[src/rtl/cache_assoc_fsm_if.sv]
// Bundled requester, cache-array and memory signals of the 2-way cache controller.
// The slave modport is the controller's view; the master modport is the environment's view.
interface cache_assoc_fsm_if #(
  parameter int INDEX_W    = 8,
  parameter int WORDS_LOG2 = 2
);
  localparam int TAG_W = 15 - INDEX_W - WORDS_LOG2;

  logic [15:0]           addr;
  logic [15:0]           data_in;
  logic                  read;
  logic                  write;
  logic [15:0]           fs_data_out;
  logic                  fs_done;
  logic                  fs_cachehit;

  logic [1:0]            fc_enable;
  logic [TAG_W-1:0]      fc_tag_in;
  logic [INDEX_W-1:0]    fc_index;
  logic [WORDS_LOG2:0]   fc_offset;
  logic [15:0]           fc_data_in;
  logic                  fc_comp;
  logic                  fc_write;
  logic                  fc_valid_in;
  logic [1:0]            c_hit;
  logic [1:0]            c_dirty;
  logic [1:0]            c_valid;
  logic [2*TAG_W-1:0]    c_tag_out;
  logic [31:0]           c_data_out;

  logic [15:0]           fm_addr;
  logic [15:0]           fm_data_in;
  logic                  fm_wr;
  logic                  fm_rd;
  logic [15:0]           m_data_out;
  logic                  m_stall;

  modport slave (
    input  addr, data_in, read, write,
    output fs_data_out, fs_done, fs_cachehit,
    output fc_enable, fc_tag_in, fc_index, fc_offset, fc_data_in, fc_comp, fc_write, fc_valid_in,
    input  c_hit, c_dirty, c_valid, c_tag_out, c_data_out,
    output fm_addr, fm_data_in, fm_wr, fm_rd,
    input  m_data_out, m_stall
  );

  modport master (
    output addr, data_in, read, write,
    input  fs_data_out, fs_done, fs_cachehit,
    input  fc_enable, fc_tag_in, fc_index, fc_offset, fc_data_in, fc_comp, fc_write, fc_valid_in,
    output c_hit, c_dirty, c_valid, c_tag_out, c_data_out,
    input  fm_addr, fm_data_in, fm_wr, fm_rd,
    output m_data_out, m_stall
  );
endinterface

[src/rtl/cache_assoc_fsm.sv]
// 2-way set-associative write-back cache controller: compare, evict dirty victim, fill line.
// Macro CACHE_ASSOC_FSM_LRU_EN selects per-set LRU; without it a global toggle flop picks the victim.
module cache_assoc_fsm #(
  parameter int INDEX_W    = 8,
  parameter int WORDS_LOG2 = 2,
  parameter int MEM_LAT    = 4
) (
  input logic              clk,
  input logic              rst,
  cache_assoc_fsm_if.slave bus
);
  localparam int TAG_W = 15 - INDEX_W - WORDS_LOG2;
  localparam logic [WORDS_LOG2-1:0] LAST_WORD = {WORDS_LOG2{1'b1}};

  typedef enum logic [2:0] {
    IDLE       = 3'd0,
    COMPARE    = 3'd1,
    EVICT      = 3'd2,
    FILL_ISSUE = 3'd3,
    FILL_WAIT  = 3'd4
  } state_t;

  state_t                state_q, state_d;
  logic [TAG_W-1:0]      tag_q, tag_d;
  logic [INDEX_W-1:0]    index_q, index_d;
  logic [WORDS_LOG2-1:0] word_q, word_d;
  logic [WORDS_LOG2-1:0] cnt_q, cnt_d;
  logic [WORDS_LOG2-1:0] ret_q, ret_d;
  logic [15:0]           data_q, data_d;
  logic                  write_q, write_d;
  logic                  victim_q, victim_d;
  logic                  filled_q, filled_d;
  logic [MEM_LAT-1:0]    pipe_q, pipe_d;
`ifdef CACHE_ASSOC_FSM_LRU_EN
  logic [(2**INDEX_W)-1:0] lru_q, lru_d;
`else
  logic                  flip_q, flip_d;
`endif

  logic                  hit_way_s;
  logic                  repl_way_s;
  logic                  vic_s;
  logic                  ret_v_s;
  logic                  last_ret_s;
  logic                  issue_s;
  logic [TAG_W-1:0]      vic_tag_s;
  logic                  addr_unused_s;

  assign addr_unused_s = bus.addr[0];
  assign hit_way_s     = ~bus.c_hit[0];
`ifdef CACHE_ASSOC_FSM_LRU_EN
  assign repl_way_s    = lru_q[index_q];
`else
  assign repl_way_s    = flip_q;
`endif
  // Prefer an empty way; only fall back to the replacement policy when both are valid.
  assign vic_s         = !bus.c_valid[0] ? 1'b0 : (!bus.c_valid[1] ? 1'b1 : repl_way_s);
  assign vic_tag_s     = victim_q ? bus.c_tag_out[2*TAG_W-1:TAG_W] : bus.c_tag_out[TAG_W-1:0];
  assign ret_v_s       = pipe_q[MEM_LAT-1];
  assign last_ret_s    = ret_v_s && (ret_q == LAST_WORD);

  // Next-state, datapath and output decode.
  always_comb begin
    state_d  = state_q;
    tag_d    = tag_q;
    index_d  = index_q;
    word_d   = word_q;
    data_d   = data_q;
    write_d  = write_q;
    victim_d = victim_q;
    filled_d = filled_q;
    cnt_d    = cnt_q;
    ret_d    = ret_q;
    issue_s  = 1'b0;
`ifdef CACHE_ASSOC_FSM_LRU_EN
    lru_d    = lru_q;
`else
    flip_d   = flip_q;
`endif
    bus.fs_data_out = 16'h0000;
    bus.fs_done     = 1'b0;
    bus.fs_cachehit = 1'b0;
    bus.fc_enable   = 2'b00;
    bus.fc_tag_in   = '0;
    bus.fc_index    = '0;
    bus.fc_offset   = '0;
    bus.fc_data_in  = 16'h0000;
    bus.fc_comp     = 1'b0;
    bus.fc_write    = 1'b0;
    bus.fc_valid_in = 1'b0;
    bus.fm_addr     = 16'h0000;
    bus.fm_data_in  = 16'h0000;
    bus.fm_wr       = 1'b0;
    bus.fm_rd       = 1'b0;

    case (state_q)
      IDLE: begin
        if (bus.read || bus.write) begin
          tag_d    = bus.addr[15 -: TAG_W];
          index_d  = bus.addr[WORDS_LOG2+1 +: INDEX_W];
          word_d   = bus.addr[1 +: WORDS_LOG2];
          data_d   = bus.data_in;
          write_d  = bus.write;
          filled_d = 1'b0;
          state_d  = COMPARE;
        end else begin
          state_d  = IDLE;
        end
      end
      COMPARE: begin
        bus.fc_enable  = 2'b11;
        bus.fc_comp    = 1'b1;
        bus.fc_write   = write_q;
        bus.fc_tag_in  = tag_q;
        bus.fc_index   = index_q;
        bus.fc_offset  = {word_q, 1'b0};
        bus.fc_data_in = data_q;
        if (|bus.c_hit) begin
          bus.fs_done     = 1'b1;
          bus.fs_cachehit = ~filled_q;
          bus.fs_data_out = hit_way_s ? bus.c_data_out[31:16] : bus.c_data_out[15:0];
`ifdef CACHE_ASSOC_FSM_LRU_EN
          lru_d[index_q]  = ~hit_way_s;
`endif
          state_d         = IDLE;
        end else begin
          victim_d = vic_s;
`ifndef CACHE_ASSOC_FSM_LRU_EN
          flip_d   = (&bus.c_valid) ? ~flip_q : flip_q;
`endif
          state_d  = (bus.c_valid[vic_s] && bus.c_dirty[vic_s]) ? EVICT : FILL_ISSUE;
        end
      end
      EVICT: begin
        bus.fc_enable  = {victim_q, ~victim_q};
        bus.fc_index   = index_q;
        bus.fc_offset  = {cnt_q, 1'b0};
        bus.fm_addr    = {vic_tag_s, index_q, cnt_q, 1'b0};
        bus.fm_data_in = victim_q ? bus.c_data_out[31:16] : bus.c_data_out[15:0];
        if (!bus.m_stall) begin
          bus.fm_wr = 1'b1;
          cnt_d     = cnt_q + 1'b1;
          state_d   = (cnt_q == LAST_WORD) ? FILL_ISSUE : EVICT;
        end else begin
          cnt_d     = cnt_q;
        end
      end
      FILL_ISSUE: begin
        bus.fm_addr = {tag_q, index_q, cnt_q, 1'b0};
        if (!bus.m_stall) begin
          bus.fm_rd = 1'b1;
          issue_s   = 1'b1;
          cnt_d     = cnt_q + 1'b1;
          state_d   = (cnt_q == LAST_WORD) ? FILL_WAIT : FILL_ISSUE;
        end else begin
          cnt_d     = cnt_q;
        end
      end
      FILL_WAIT: begin
        if (last_ret_s) begin
          filled_d = 1'b1;
          state_d  = COMPARE;
        end else begin
          state_d  = FILL_WAIT;
        end
      end
      default: begin
        state_d = IDLE;
      end
    endcase

    // Returned words land in the victim way on their arrival cycle, in issue order.
    if (ret_v_s && (state_q == FILL_ISSUE || state_q == FILL_WAIT)) begin
      bus.fc_enable   = {victim_q, ~victim_q};
      bus.fc_write    = 1'b1;
      bus.fc_tag_in   = tag_q;
      bus.fc_index    = index_q;
      bus.fc_offset   = {ret_q, 1'b0};
      bus.fc_data_in  = bus.m_data_out;
      bus.fc_valid_in = last_ret_s;
      ret_d           = ret_q + 1'b1;
    end else begin
      ret_d           = ret_q;
    end

    pipe_d[0] = issue_s;
    for (int i = 1; i < MEM_LAT; i++) begin
      pipe_d[i] = pipe_q[i-1];
    end
  end

  // State and tracker registers; reset discards any in-flight returns.
  always_ff @(posedge clk or negedge rst) begin
    if (!rst) begin
      state_q  <= IDLE;
      tag_q    <= '0;
      index_q  <= '0;
      word_q   <= '0;
      data_q   <= 16'h0000;
      write_q  <= 1'b0;
      victim_q <= 1'b0;
      filled_q <= 1'b0;
      cnt_q    <= '0;
      ret_q    <= '0;
      pipe_q   <= '0;
`ifdef CACHE_ASSOC_FSM_LRU_EN
      lru_q    <= '0;
`else
      flip_q   <= 1'b0;
`endif
    end else begin
      state_q  <= state_d;
      tag_q    <= tag_d;
      index_q  <= index_d;
      word_q   <= word_d;
      data_q   <= data_d;
      write_q  <= write_d;
      victim_q <= victim_d;
      filled_q <= filled_d;
      cnt_q    <= cnt_d;
      ret_q    <= ret_d;
      pipe_q   <= pipe_d;
`ifdef CACHE_ASSOC_FSM_LRU_EN
      lru_q    <= lru_d;
`else
      flip_q   <= flip_d;
`endif
    end
  end
endmodule

[src/flat_wrapper.sv]
// flat-port wrapper written by rule: the top's interface ports become plain ports
module cache_assoc_fsm_flat 
#(
  parameter int INDEX_W    = 8,
  parameter int WORDS_LOG2 = 2,
  parameter int MEM_LAT    = 4
)
  (clk, rst, bus_addr, bus_data_in, bus_read, bus_write, bus_fs_data_out, bus_fs_done, bus_fs_cachehit, bus_fc_enable, bus_fc_tag_in, bus_fc_index, bus_fc_offset, bus_fc_data_in, bus_fc_comp, bus_fc_write, bus_fc_valid_in, bus_c_hit, bus_c_dirty, bus_c_valid, bus_c_tag_out, bus_c_data_out, bus_fm_addr, bus_fm_data_in, bus_fm_wr, bus_fm_rd, bus_m_data_out, bus_m_stall);
  cache_assoc_fsm_if #(.INDEX_W(INDEX_W), .WORDS_LOG2(WORDS_LOG2)) bus_i ();
  input logic clk;
  input logic rst;
  input wire logic [$bits(bus_i.addr)-1:0] bus_addr;
  input wire logic [$bits(bus_i.data_in)-1:0] bus_data_in;
  input wire logic [$bits(bus_i.read)-1:0] bus_read;
  input wire logic [$bits(bus_i.write)-1:0] bus_write;
  output wire logic [$bits(bus_i.fs_data_out)-1:0] bus_fs_data_out;
  output wire logic [$bits(bus_i.fs_done)-1:0] bus_fs_done;
  output wire logic [$bits(bus_i.fs_cachehit)-1:0] bus_fs_cachehit;
  output wire logic [$bits(bus_i.fc_enable)-1:0] bus_fc_enable;
  output wire logic [$bits(bus_i.fc_tag_in)-1:0] bus_fc_tag_in;
  output wire logic [$bits(bus_i.fc_index)-1:0] bus_fc_index;
  output wire logic [$bits(bus_i.fc_offset)-1:0] bus_fc_offset;
  output wire logic [$bits(bus_i.fc_data_in)-1:0] bus_fc_data_in;
  output wire logic [$bits(bus_i.fc_comp)-1:0] bus_fc_comp;
  output wire logic [$bits(bus_i.fc_write)-1:0] bus_fc_write;
  output wire logic [$bits(bus_i.fc_valid_in)-1:0] bus_fc_valid_in;
  input wire logic [$bits(bus_i.c_hit)-1:0] bus_c_hit;
  input wire logic [$bits(bus_i.c_dirty)-1:0] bus_c_dirty;
  input wire logic [$bits(bus_i.c_valid)-1:0] bus_c_valid;
  input wire logic [$bits(bus_i.c_tag_out)-1:0] bus_c_tag_out;
  input wire logic [$bits(bus_i.c_data_out)-1:0] bus_c_data_out;
  output wire logic [$bits(bus_i.fm_addr)-1:0] bus_fm_addr;
  output wire logic [$bits(bus_i.fm_data_in)-1:0] bus_fm_data_in;
  output wire logic [$bits(bus_i.fm_wr)-1:0] bus_fm_wr;
  output wire logic [$bits(bus_i.fm_rd)-1:0] bus_fm_rd;
  input wire logic [$bits(bus_i.m_data_out)-1:0] bus_m_data_out;
  input wire logic [$bits(bus_i.m_stall)-1:0] bus_m_stall;
  assign bus_i.addr = bus_addr;
  assign bus_i.data_in = bus_data_in;
  assign bus_i.read = bus_read;
  assign bus_i.write = bus_write;
  assign bus_fs_data_out = bus_i.fs_data_out;
  assign bus_fs_done = bus_i.fs_done;
  assign bus_fs_cachehit = bus_i.fs_cachehit;
  assign bus_fc_enable = bus_i.fc_enable;
  assign bus_fc_tag_in = bus_i.fc_tag_in;
  assign bus_fc_index = bus_i.fc_index;
  assign bus_fc_offset = bus_i.fc_offset;
  assign bus_fc_data_in = bus_i.fc_data_in;
  assign bus_fc_comp = bus_i.fc_comp;
  assign bus_fc_write = bus_i.fc_write;
  assign bus_fc_valid_in = bus_i.fc_valid_in;
  assign bus_i.c_hit = bus_c_hit;
  assign bus_i.c_dirty = bus_c_dirty;
  assign bus_i.c_valid = bus_c_valid;
  assign bus_i.c_tag_out = bus_c_tag_out;
  assign bus_i.c_data_out = bus_c_data_out;
  assign bus_fm_addr = bus_i.fm_addr;
  assign bus_fm_data_in = bus_i.fm_data_in;
  assign bus_fm_wr = bus_i.fm_wr;
  assign bus_fm_rd = bus_i.fm_rd;
  assign bus_i.m_data_out = bus_m_data_out;
  assign bus_i.m_stall = bus_m_stall;
  cache_assoc_fsm #(.INDEX_W(INDEX_W), .WORDS_LOG2(WORDS_LOG2), .MEM_LAT(MEM_LAT)) u_core (.clk(clk), .rst(rst), .bus(bus_i));
endmodule
[config.mk]
export PLATFORM = sky130hd
export DESIGN_NAME = cache_assoc_fsm_flat
export DESIGN_NICKNAME = d
export VERILOG_FILES = /design/src/rtl/cache_assoc_fsm_if.sv /design/src/rtl/cache_assoc_fsm.sv /design/src/flat_wrapper.sv
export SDC_FILE = /design/constraint.sdc
export NUM_CORES = 1
export LEC_CHECK = 0
export BUFFER_PORTS_ARGS = -buffer_cell sky130_fd_sc_hd__clkbuf_2
export CORE_ASPECT_RATIO = 0.75
export CORE_MARGIN = 8
export CORE_UTILIZATION = 28
export CTS_BUF_LIST = sky130_fd_sc_hd__clkbuf_8
export DETAILED_ROUTE_END_ITERATION = 7
export SETUP_SLACK_MARGIN = 0.15
export SLEW_MARGIN = 25
export SYNTH_ARGS = -nofsm -noshare
export SYNTH_HDL_FRONTEND = slang
export SYNTH_SLANG_ARGS = --single-unit
[constraint.sdc]
create_clock -name clk -period 2.15 [get_ports clk]
set_clock_uncertainty 0.05 [all_clocks]
set_input_delay 0.215 -clock clk [delete_from_list [all_inputs] [get_ports clk]]
set_output_delay 0.215 -clock clk [all_outputs]
set_load 0.005 [all_outputs]
==> results.toml <==
[die]
die-area_sq_mm = 0.0144
pin_count = 190
dieHeight_microns = 106
core_area_sq_mm = 0.0104
initial_utilization = 0.290
rows = 32
die_x_microns = 136

[setup_path]
r2r-start = "u_core.state_q[0]"
cpMaxStageDelayCell = "dfrtp_2"
timing.rr.end = "u_core.data_q[3]"
startpoint = "u_core.state_q[0]"
crit_buf_inv = 3
reg2reg_depth = 5
path_class = "flip-flop to output port"
max_stage_delay_ps = 440
path_cells = "or3b_4 -> a21boi_4 -> buf_12 -> clkbuf_16 -> a22o_1 -> clkbuf_2"
cp_max_fo = 9
cp-end-kind = "output port"
ff2ff_setup_slack_ps = 330
cp.arrival_ps = 1830
critPathLaunchType = "flip-flop"
cp_top_family = "flip-flops"
worstPathRequired_ps = 1880

[clock_tree]
cts_tree = "done"
numCtsBuffers = 5
max-clock-path-buffers = 2
cts_root_buf = "clkbuf_8"
htreeDepth = 2
clk_latency_ps = 300
cts.sink_count = 46
clkTransAtPathRegs_ps = 90

[yosys]
synth_simple_gate_area_frac = 0.160
synth_top_area_frac = 0.381
syn_inst = 292
async_flop_share = 1.00
synth_top_family_by_area = "multiplexers"
synth_seq_area_share = 0.381
synth_xor_area_frac = 0.00871
synth_area_leaders = "dfrtp_1, mux2i_1, mux2_4"
syn_area_per_cell_sq_um = 10.3
synth_seq_cells = 46
ys_warn_count = 0
synthFlopType = "dfrtp_1"
netlist_area_sq_mm = 0.00302
synth_top_area_cell = "dfrtp_1"
synth_cell_types = 40
synth-edff-count = 0
synthAdderAreaFrac = 0.00829
synth_mux_area_frac = 0.278
synth_compound_area_frac = 0.107

[layout]
final_common_cell = "clkbuf_2"
fin_nets = 600
antenna_cells = 0
drive_gt1_frac = 0.550
fin_cells = 634
fin_area_sq_mm = 0.00461
synthToLayoutAreaGrowth_pct = 52.7
final_cell_mix = "clkbuf_2, nor2_1, dfrtp_1"
fillers = 1041

[sta]
setup_viol = 0
slew_headroom = 0.598
tightest_slew_ps = 603
finalMaxSlewViolations = 0
fin_crit_ps = 2090
timing.fmax_ghz = 0.478
hold_viol = 0
fin_crit_sh = 0.973
whs_ps = 72.6
rsz0062_at_grt = "true"

[flow_run]
max_cap_viol_count = 0

[global_route]
grt_pass1_vias = 3083
antenna_found_initial = 0
grt_pass1_wl_mm = 15.9
overflow = 0
grt_max_degree = 47
grt.total_usage = 0.136

[worst_hold_path]
hold_class = "primary input to flip-flop"
min_to = "u_core.word_q[0]"
min_path_cells = 2
min_from = "bus_addr[1]"

[route]
drt_iter0_drc = 93
wl_met2_mm = 5.15
post_drt_wl_per_cell_microns = 17.3
routed_wl_mm = 11.0
route.detailed.drc = 0
routed_via_density = 4.61
firstDrtPassIters = 4
dr_wl_met3_mm = 1.03
postRouteAntennaNets = 0
wl_met1_mm = 4.72
dr_total_vias = 2923
top_layer_used = "met4"

[placement]
dp.cells = 607
io_buffers = 186
place_area_sq_mm = 0.00412
hpwlAfterDp_mm = 8.07
gp_congestion = 0.773

[run_status]
status = "finished clean"

[power]
p_total_w = 0.00615
power_leakage_nw = 2.43
powerDensity_mw_per_mm2 = 1340
peakVddDrop_mv = 0.496
cell families after synthesis:
logic type	Yosys count
other	1
muxes	72
buffers and inverters	28
xor gates and xnor gates	3
DFF	46
and+or+nand+nor	99
adders and majority gates	2
AOI/OAI and AO/OA	41
cell usage after synthesis (5+ instances only):
| library cell | count |
|---|---|
| buf_2 | 9 |
| mux2i_1 | 38 |
| mux2_1 | 9 |
| mux2_2 | 5 |
| nor2_1 | 54 |
| buf_4 | 5 |
| nor2b_1 | 7 |
| inv_1 | 6 |
| dfrtp_1 | 46 |
| a22o_1 | 16 |
| a21oi_1 | 8 |
| nand2_1 | 10 |
| mux2_4 | 20 |
| and2_1 | 18 |
state kept, by name, indices dropped and copies added (netlist names):
signal / flops
u_core.word_q: 2
u_core.state_q: 3
u_core.victim_q: 1
u_core.pipe_q: 4
u_core.tag_q: 5
u_core.index_q: 8
u_core.cnt_q: 2
u_core.data_q: 16
u_core.ret_q: 2
u_core.flip_q: 1
u_core.filled_q: 1
u_core.write_q: 1
where the power goes:
group,total (W),internal (W),switching [W]
Clock,0.000536,0.000226,0.000310
Sequential,0.00157,0.00128,0.000295
Combinational,0.00405,0.00228,0.00177
metal layers:
layer / track usage / vias to the layer above
li1: - / 1423
met1: 0.173 / 1375
met2: 0.223 / 119
met3: 0.0461 / 6
met4: 0.0180 / 0
met5: 0 / -
area by class of cell:
type | instances | area [sq um] | area share
clock inverter | 3 | 17.5 | 0.00380
sequential | 46 | 1150 | 0.250
inverter | 6 | 22.5 | 0.00489
tap | 136 | 170 | 0.0369
multi-input combinational | 220 | 1800 | 0.390
clock buffer | 5 | 68.8 | 0.0149
timing repair buffer | 218 | 1380 | 0.300
through the flow:
step / TNS (ps) / utilization / setup WS [ps]
after floorplan: 0 / - / 506
after global placement: 0 / 0.396 / 289
after detailed placement: 0 / 0.396 / 288
after CTS: 0 / 0.413 / 36.7
after global routing: -68.8 / 0.443 / -29.7
final: 0 / 0.443 / 57.8
what timing repair did:
action                                  in CTS  in global routing
hold endpoints to repair                    46                  0
pin swaps                                    4                 14
endpoints found under the setup margin      64                 70
setup buffers                                4                 10
resized for setup                            5                 59
gates cloned                                 0                  4
hold buffers                                 1                  0
worst max path at each step:
stage	to	slack (ps)	cells after the start
after floorplan	u_core.data_q[10]	510	4
after global placement	bus_fc_data_in[14]	290	5
after detailed placement	bus_fc_data_in[8]	290	5
after CTS	bus_fc_data_in[14]	40	6
after global routing	bus_fc_offset[1]	-30	7
final	bus_fc_data_in[8]	60	6
Power figures use the tool's default switching activity.
